`src/rtl/duty_seq_multi_if.sv`:
```
// rtl/duty_seq_multi_if.sv - control and status bundle for the multi-channel duty sequencer
interface duty_seq_multi_if #(
    parameter int CHANNELS = 4,
    parameter int STEPS    = 4,
    parameter int DUTY_W   = 2,
    parameter int TIMER_W  = 20
);
    localparam int SW = $clog2(STEPS);

    logic                      en;
    logic [CHANNELS-1:0]       note_on;
    logic [CHANNELS-1:0]       note_repeat;
    logic [7*CHANNELS-1:0]     note;
    logic [DUTY_W*STEPS-1:0]   step_duty;
    logic [TIMER_W*STEPS-1:0]  step_len;
    logic                      loop_en;
    logic [SW-1:0]             loop_start;
    logic [DUTY_W*CHANNELS-1:0] duty_out;
    logic [SW*CHANNELS-1:0]    step_out;
    logic [CHANNELS-1:0]       active;
    logic [CHANNELS-1:0]       seq_done;

    modport master (
        output en, note_on, note_repeat, note, step_duty, step_len, loop_en, loop_start,
        input  duty_out, step_out, active, seq_done
    );

    modport slave (
        input  en, note_on, note_repeat, note, step_duty, step_len, loop_en, loop_start,
        output duty_out, step_out, active, seq_done
    );
endinterface

```
`src/rtl/duty_seq_multi.sv`:
```
// rtl/duty_seq_multi.sv - per-voice duty table sequencer with terminal/loop modes
module duty_seq_multi #(
    parameter int CHANNELS  = 4,
    parameter int STEPS     = 4,
    parameter int DUTY_W    = 2,
    parameter int TIMER_W   = 20,
    parameter int IDLE_DUTY = 2
) (
    input  logic              clk,
    input  logic              reset,
    duty_seq_multi_if.slave   bus
);
    localparam int SW = $clog2(STEPS);
    localparam logic [SW-1:0] LAST = SW'(STEPS - 1);

    typedef enum logic [1:0] {IDLE, RUN, HOLD} state_t;

    state_t              st_q    [CHANNELS];
    state_t              st_d    [CHANNELS];
    logic [SW-1:0]       step_q  [CHANNELS];
    logic [SW-1:0]       step_d  [CHANNELS];
    logic [TIMER_W-1:0]  timer_q [CHANNELS];
    logic [TIMER_W-1:0]  timer_d [CHANNELS];
    logic [DUTY_W-1:0]   duty_q  [CHANNELS];
    logic [DUTY_W-1:0]   duty_d  [CHANNELS];
    logic [6:0]          note_q  [CHANNELS];
    logic [6:0]          note_d  [CHANNELS];
    logic                done_q  [CHANNELS];
    logic                done_d  [CHANNELS];

    always_ff @(posedge clk or posedge reset) begin
        if (reset) begin
            for (int c = 0; c < CHANNELS; c++) begin
                st_q[c]    <= IDLE;
                step_q[c]  <= '0;
                timer_q[c] <= '0;
                duty_q[c]  <= DUTY_W'(IDLE_DUTY);
                note_q[c]  <= '0;
                done_q[c]  <= 1'b0;
            end
        end else begin
            for (int c = 0; c < CHANNELS; c++) begin
                st_q[c]    <= st_d[c];
                step_q[c]  <= step_d[c];
                timer_q[c] <= timer_d[c];
                duty_q[c]  <= duty_d[c];
                note_q[c]  <= note_d[c];
                done_q[c]  <= done_d[c];
            end
        end
    end

    // Priority per en tick: gate off, then (re)trigger, then step timing.
    always_comb begin
        logic          trig;
        logic [SW-1:0] nxt;
        for (int c = 0; c < CHANNELS; c++) begin
            st_d[c]    = st_q[c];
            step_d[c]  = step_q[c];
            timer_d[c] = timer_q[c];
            duty_d[c]  = duty_q[c];
            note_d[c]  = note_q[c];
            done_d[c]  = 1'b0;
            trig = bus.note_on[c] &&
                   ((bus.note[7*c +: 7] != note_q[c]) || bus.note_repeat[c] || (st_q[c] == IDLE));
            nxt  = (step_q[c] == LAST) ? bus.loop_start : step_q[c] + 1'b1;
            if (bus.en) begin
                if (!bus.note_on[c]) begin
                    st_d[c]   = IDLE;
                    note_d[c] = '0;
                end else if (trig) begin
                    st_d[c]    = RUN;
                    step_d[c]  = '0;
                    duty_d[c]  = bus.step_duty[0 +: DUTY_W];
                    timer_d[c] = bus.step_len[0 +: TIMER_W];
                    note_d[c]  = bus.note[7*c +: 7];
                end else if (st_q[c] == RUN) begin
                    if (timer_q[c] == '0) begin
                        st_d[c]   = HOLD;
                        done_d[c] = 1'b1;
                    end else if (timer_q[c] == TIMER_W'(1)) begin
                        if ((step_q[c] == LAST) && !bus.loop_en) begin
                            st_d[c]   = HOLD;
                            done_d[c] = 1'b1;
                        end else begin
                            step_d[c]  = nxt;
                            duty_d[c]  = bus.step_duty[DUTY_W*int'(nxt) +: DUTY_W];
                            timer_d[c] = bus.step_len[TIMER_W*int'(nxt) +: TIMER_W];
                        end
                    end else begin
                        timer_d[c] = timer_q[c] - 1'b1;
                    end
                end
            end
        end
    end

    for (genvar g = 0; g < CHANNELS; g++) begin : g_out
        assign bus.duty_out[DUTY_W*g +: DUTY_W] = duty_q[g];
        assign bus.step_out[SW*g +: SW]         = step_q[g];
        assign bus.active[g]                    = (st_q[g] == RUN);
        assign bus.seq_done[g]                  = done_q[g];
    end
endmodule

```
`src/flat_wrapper.sv`:
```
// flat-port wrapper written by rule: the top's interface ports become plain ports
module duty_seq_multi_flat 
#(
    parameter int CHANNELS  = 4,
    parameter int STEPS     = 4,
    parameter int DUTY_W    = 2,
    parameter int TIMER_W   = 20,
    parameter int IDLE_DUTY = 2
)
  (clk, reset, bus_en, bus_note_on, bus_note_repeat, bus_note, bus_step_duty, bus_step_len, bus_loop_en, bus_loop_start, bus_duty_out, bus_step_out, bus_active, bus_seq_done);
  duty_seq_multi_if #(.CHANNELS(CHANNELS), .STEPS(STEPS), .DUTY_W(DUTY_W), .TIMER_W(TIMER_W)) bus_i ();
  input  logic clk;
  input  logic reset;
  input wire logic [$bits(bus_i.en)-1:0] bus_en;
  input wire logic [$bits(bus_i.note_on)-1:0] bus_note_on;
  input wire logic [$bits(bus_i.note_repeat)-1:0] bus_note_repeat;
  input wire logic [$bits(bus_i.note)-1:0] bus_note;
  input wire logic [$bits(bus_i.step_duty)-1:0] bus_step_duty;
  input wire logic [$bits(bus_i.step_len)-1:0] bus_step_len;
  input wire logic [$bits(bus_i.loop_en)-1:0] bus_loop_en;
  input wire logic [$bits(bus_i.loop_start)-1:0] bus_loop_start;
  output wire logic [$bits(bus_i.duty_out)-1:0] bus_duty_out;
  output wire logic [$bits(bus_i.step_out)-1:0] bus_step_out;
  output wire logic [$bits(bus_i.active)-1:0] bus_active;
  output wire logic [$bits(bus_i.seq_done)-1:0] bus_seq_done;
  assign bus_i.en = bus_en;
  assign bus_i.note_on = bus_note_on;
  assign bus_i.note_repeat = bus_note_repeat;
  assign bus_i.note = bus_note;
  assign bus_i.step_duty = bus_step_duty;
  assign bus_i.step_len = bus_step_len;
  assign bus_i.loop_en = bus_loop_en;
  assign bus_i.loop_start = bus_loop_start;
  assign bus_duty_out = bus_i.duty_out;
  assign bus_step_out = bus_i.step_out;
  assign bus_active = bus_i.active;
  assign bus_seq_done = bus_i.seq_done;
  duty_seq_multi #(.CHANNELS(CHANNELS), .STEPS(STEPS), .DUTY_W(DUTY_W), .TIMER_W(TIMER_W), .IDLE_DUTY(IDLE_DUTY)) u_core (.clk(clk), .reset(reset), .bus(bus_i));
endmodule
```
`config.mk`:
```
export PLATFORM = sky130hd
export DESIGN_NAME = duty_seq_multi_flat
export DESIGN_NICKNAME = d
export VERILOG_FILES = /design/src/rtl/duty_seq_multi_if.sv /design/src/rtl/duty_seq_multi.sv /design/src/flat_wrapper.sv
export SDC_FILE = /design/constraint.sdc
export NUM_CORES = 1
export LEC_CHECK = 0
export ABC_AREA = 1
export BUFFER_PORTS_ARGS = -buffer_cell sky130_fd_sc_hd__buf_2
export CAP_MARGIN = 15
export CORE_UTILIZATION = 30
export DETAILED_ROUTE_END_ITERATION = 10
export SETUP_SLACK_MARGIN = 0.4
export SLEW_MARGIN = 15
export SYNTH_ARGS = -nofsm -noshare
export SYNTH_HDL_FRONTEND = slang
export SYNTH_SLANG_ARGS = --single-unit
```
`constraint.sdc`:
```
create_clock -name clk -period 8.3 [get_ports clk]
set_clock_uncertainty 0.1 [all_clocks]
set_input_delay 0.83 -clock clk [delete_from_list [all_inputs] [get_ports clk]]
set_output_delay 0.83 -clock clk [all_outputs]
set_load 0.01 [all_outputs]
```
==> results.cfg <==
[critical_path]
reg2reg_depth = 10
cp_top_family = simple AND/OR/NAND/NOR gates
slowest_stage = dfrtp_1
critPathCaptureType = register
worstSetupPathType = register to register
cp.required_ns = 8.56
cp.depth = 10
startpoint_type = register
worstPathMaxFanout = 21
cpPeakStageDelay_ns = 0.52
crit_arrival_ns = 3.15
path_buf_inv = 2
path_cells = ha_1 -> inv_1 -> nor2_1 -> nand4_1 -> nand2_2 -> nand2_4 -> nand2_2 -> inv_2 -> nand2_1 -> nand2_1

[finish]
mostFrequentLayoutCell = nand2_1
final_nets = 2558
fillers = 4918
final_cells = 3011
synthToLayoutAreaGrowth_pct = 12.5
drive_above_1_share_pct = 11.8
layout_common_cells = nand2_1 (985), nand3_1 (312), inv_1 (240), nor2_1 (168), buf_2 (153)

[power_and_ir_drop]
internal_power_mw = 1.66
pwr-share-comb_pct = 47.2
power.leakage_nw = 7.99
power_density_nw_per_um2 = 215
sw_frac_of_total_pct = 48.7
power.total_mw = 3.23
seq_power_share_pct = 28.5
power_switching_mw = 1.58
max-vdd-ir-drop_mv = 0.136
clockPowerShare_pct = 24.3

[timing]
rsz0062_at_grt = false
setup_viol = 0
maxSlewViolCount = 0
min_period_ns = 2.89
worst_pin_slew_ns = 1.17
max_freq_ghz = 0.347
relSlewSlack_pct = 21.9
hold_viol_final = 0
fin_crit_sh_pct = 34.8
tns_ns = 0

[synth]
yosys.area.top_type = nand2_1
synthArstFlopShare_pct = 100
synth_top_cell_area_share_pct = 27.7
ys_ff_latch = 136
synthFlopType = dfrtp_1
yosysSeqAreaShare_pct = 25.5
synth.cell_area_um2 = 13400
yosys-top-cells-area = nand2_1 (28%), dfrtp_1 (25%), nand3_1 (12%), inv_1 (6.8%), nor2_1 (4.7%)
syn_area_per_cell_um2 = 5.76
synth-edff-count = 0
synthesis.nets = 2465
synth_cell_types = 42
syn_inst = 2319
yosys_warnings = 0

[clocking]
cts-root-buf = clkbuf_16
cts-resized-gates = 0
cts.path.max_buffers = 2
cts_hold_buf = 0
worstSkewPairLatency_ns = 0.48
clk_pin_slew_ns = 0.07
cts_tree = yes
htree_levels = 4
cts_setup_buffers = 0
clock_sinks = 136
cts_buffers = 17

[global_routing]
grt_max_degree = 74
grt_pass1_wl_mm = 86.1
grtUsageMet1_pct = 34.0
overflow = 0
first_global_vias = 14576
gr-usage-all-layers_pct = 25.4
grtUsageMet3_pct = 4.77
grt.busiest_layer = met2
met2_usage_pct = 40.3
antenna_found_initial = 2

[placement]
gp_congestion = 0.977
io_buffers = 153
dp.cells = 2978
post-dp-hpwl_mm = 43.0

[run_status]
status = complete, no violations

[drt]
route.detailed.drc = 0
first_pass_iters = 5
drtAntennaViolNets = 0
dr.first_iter.drc_count = 2074
post_drt_wl_per_cell_um = 18.9
wirelength_mm = 56.9
via_per_inst = 5.23
routed-via-count = 15736

[die]
die-height_um = 213
dieWidth_um = 213
rows = 76
fp.dieArea_um2 = 45400
io_pins = 154
initial_core_util_pct = 30.7
core-area_um2 = 43500

[hold_path]
min_path_type = input pin to async pin

[job]
drv_cap = 0
==> flip-flops by register name, summed over array words and instances (netlist names) <==
| name | count |
|---|---|
| u_core.bus.seq_done | 4 |
| u_core.bus.step_out | 8 |
| u_core.timer_q | 80 |
| u_core.st_q | 8 |
| u_core.bus.duty_out | 8 |
| u_core.note_q | 28 |
==> stage by stage <==
stage | util (%) | hold WS (ns) | instance area [um2] | worst slack, ns
6_report | 34.6 | 0.348 | 15000 | 5.41
5_1_grt | 34.6 | 0.396 | 15000 | 5.24
4_1_cts | 34.6 | 0.373 | 15000 | 5.44
3_5_place_dp | 33.3 | 0.359 | 14500 | 5.10
3_3_place_gp | 33.3 | 0.361 | 14500 | 5.11
2_1_floorplan | - | 0.349 | 13400 | 3.74
==> final cells by class <==
cell class | instances | area (um2) | share of cell area [%]
antenna | 1 | 2.50 | 0.0166
clock buffer | 17 | 425 | 2.83
multi-input combinational | 1840 | 8520 | 56.6
clock inverter | 15 | 149 | 0.990
tap | 585 | 732 | 4.87
sequential | 136 | 3410 | 22.7
timing repair buffer | 164 | 848 | 5.64
inverter | 253 | 957 | 6.36
==> routing by layer <==
layer	share of wire [%]	vias up
met4	3.3	2
met1	43	7332
met3	9.3	105
met2	45	724
li1	-	7573
met5	0.028	-
==> power groups by stage <==
stage          clock network (mW)  registers (mW)  logic (mW)
2_1_floorplan                   0           0.892        1.07
5_1_grt                     0.818           0.936        1.69
4_1_cts                     0.794           0.917        1.50
6_report                    0.786           0.920        1.53
3_5_place_dp                    0           0.926        1.49
3_3_place_gp                    0           0.927        1.47
==> Yosys cell counts (all sizes together), types with 16 or more instances <==
master,instances
nand2,1007
nand3,318
inv,250
nor2,194
dfrtp,132
o21ai,99
buf,75
o211ai,51
a21oi,38
nand4,28
o22ai,23
ha,16
==> final timing paths <==
| kind | endpoint | startpoint | slack, ns |
|---|---|---|---|
| max | u_core.timer_q[21] | u_core.bus.step_out[4] | 5.41 |
| min in group clk | u_core.bus.duty_out[1] | u_core.bus.duty_out[1] | 0.37 |
| min reg2reg | u_core.bus.duty_out[1] | u_core.bus.duty_out[1] | 0.37 |
| min | u_core.note_q[11] | reset | 0.35 |
| max in group asynchronous | u_core.timer_q[10] | reset | 6.30 |
| max reg2reg | u_core.timer_q[21] | u_core.bus.step_out[4] | 5.41 |
==> kinds of logic (layout without fill, tap and decap cells) <==
logic type,count (synthesis),count (layout),share of synthesized area (%)
buffers and inverters,343,449,11.1
AOI/OAI and AO/OA,215,215,9.65
adders and majority gates,16,16,1.50
other,0,1,0
and+or+nand+nor,1579,1579,50.3
DFF,136,136,25.5
xor gates and xnor gates,30,30,1.97
No activity file was read; power rests on OpenSTA's default activity.
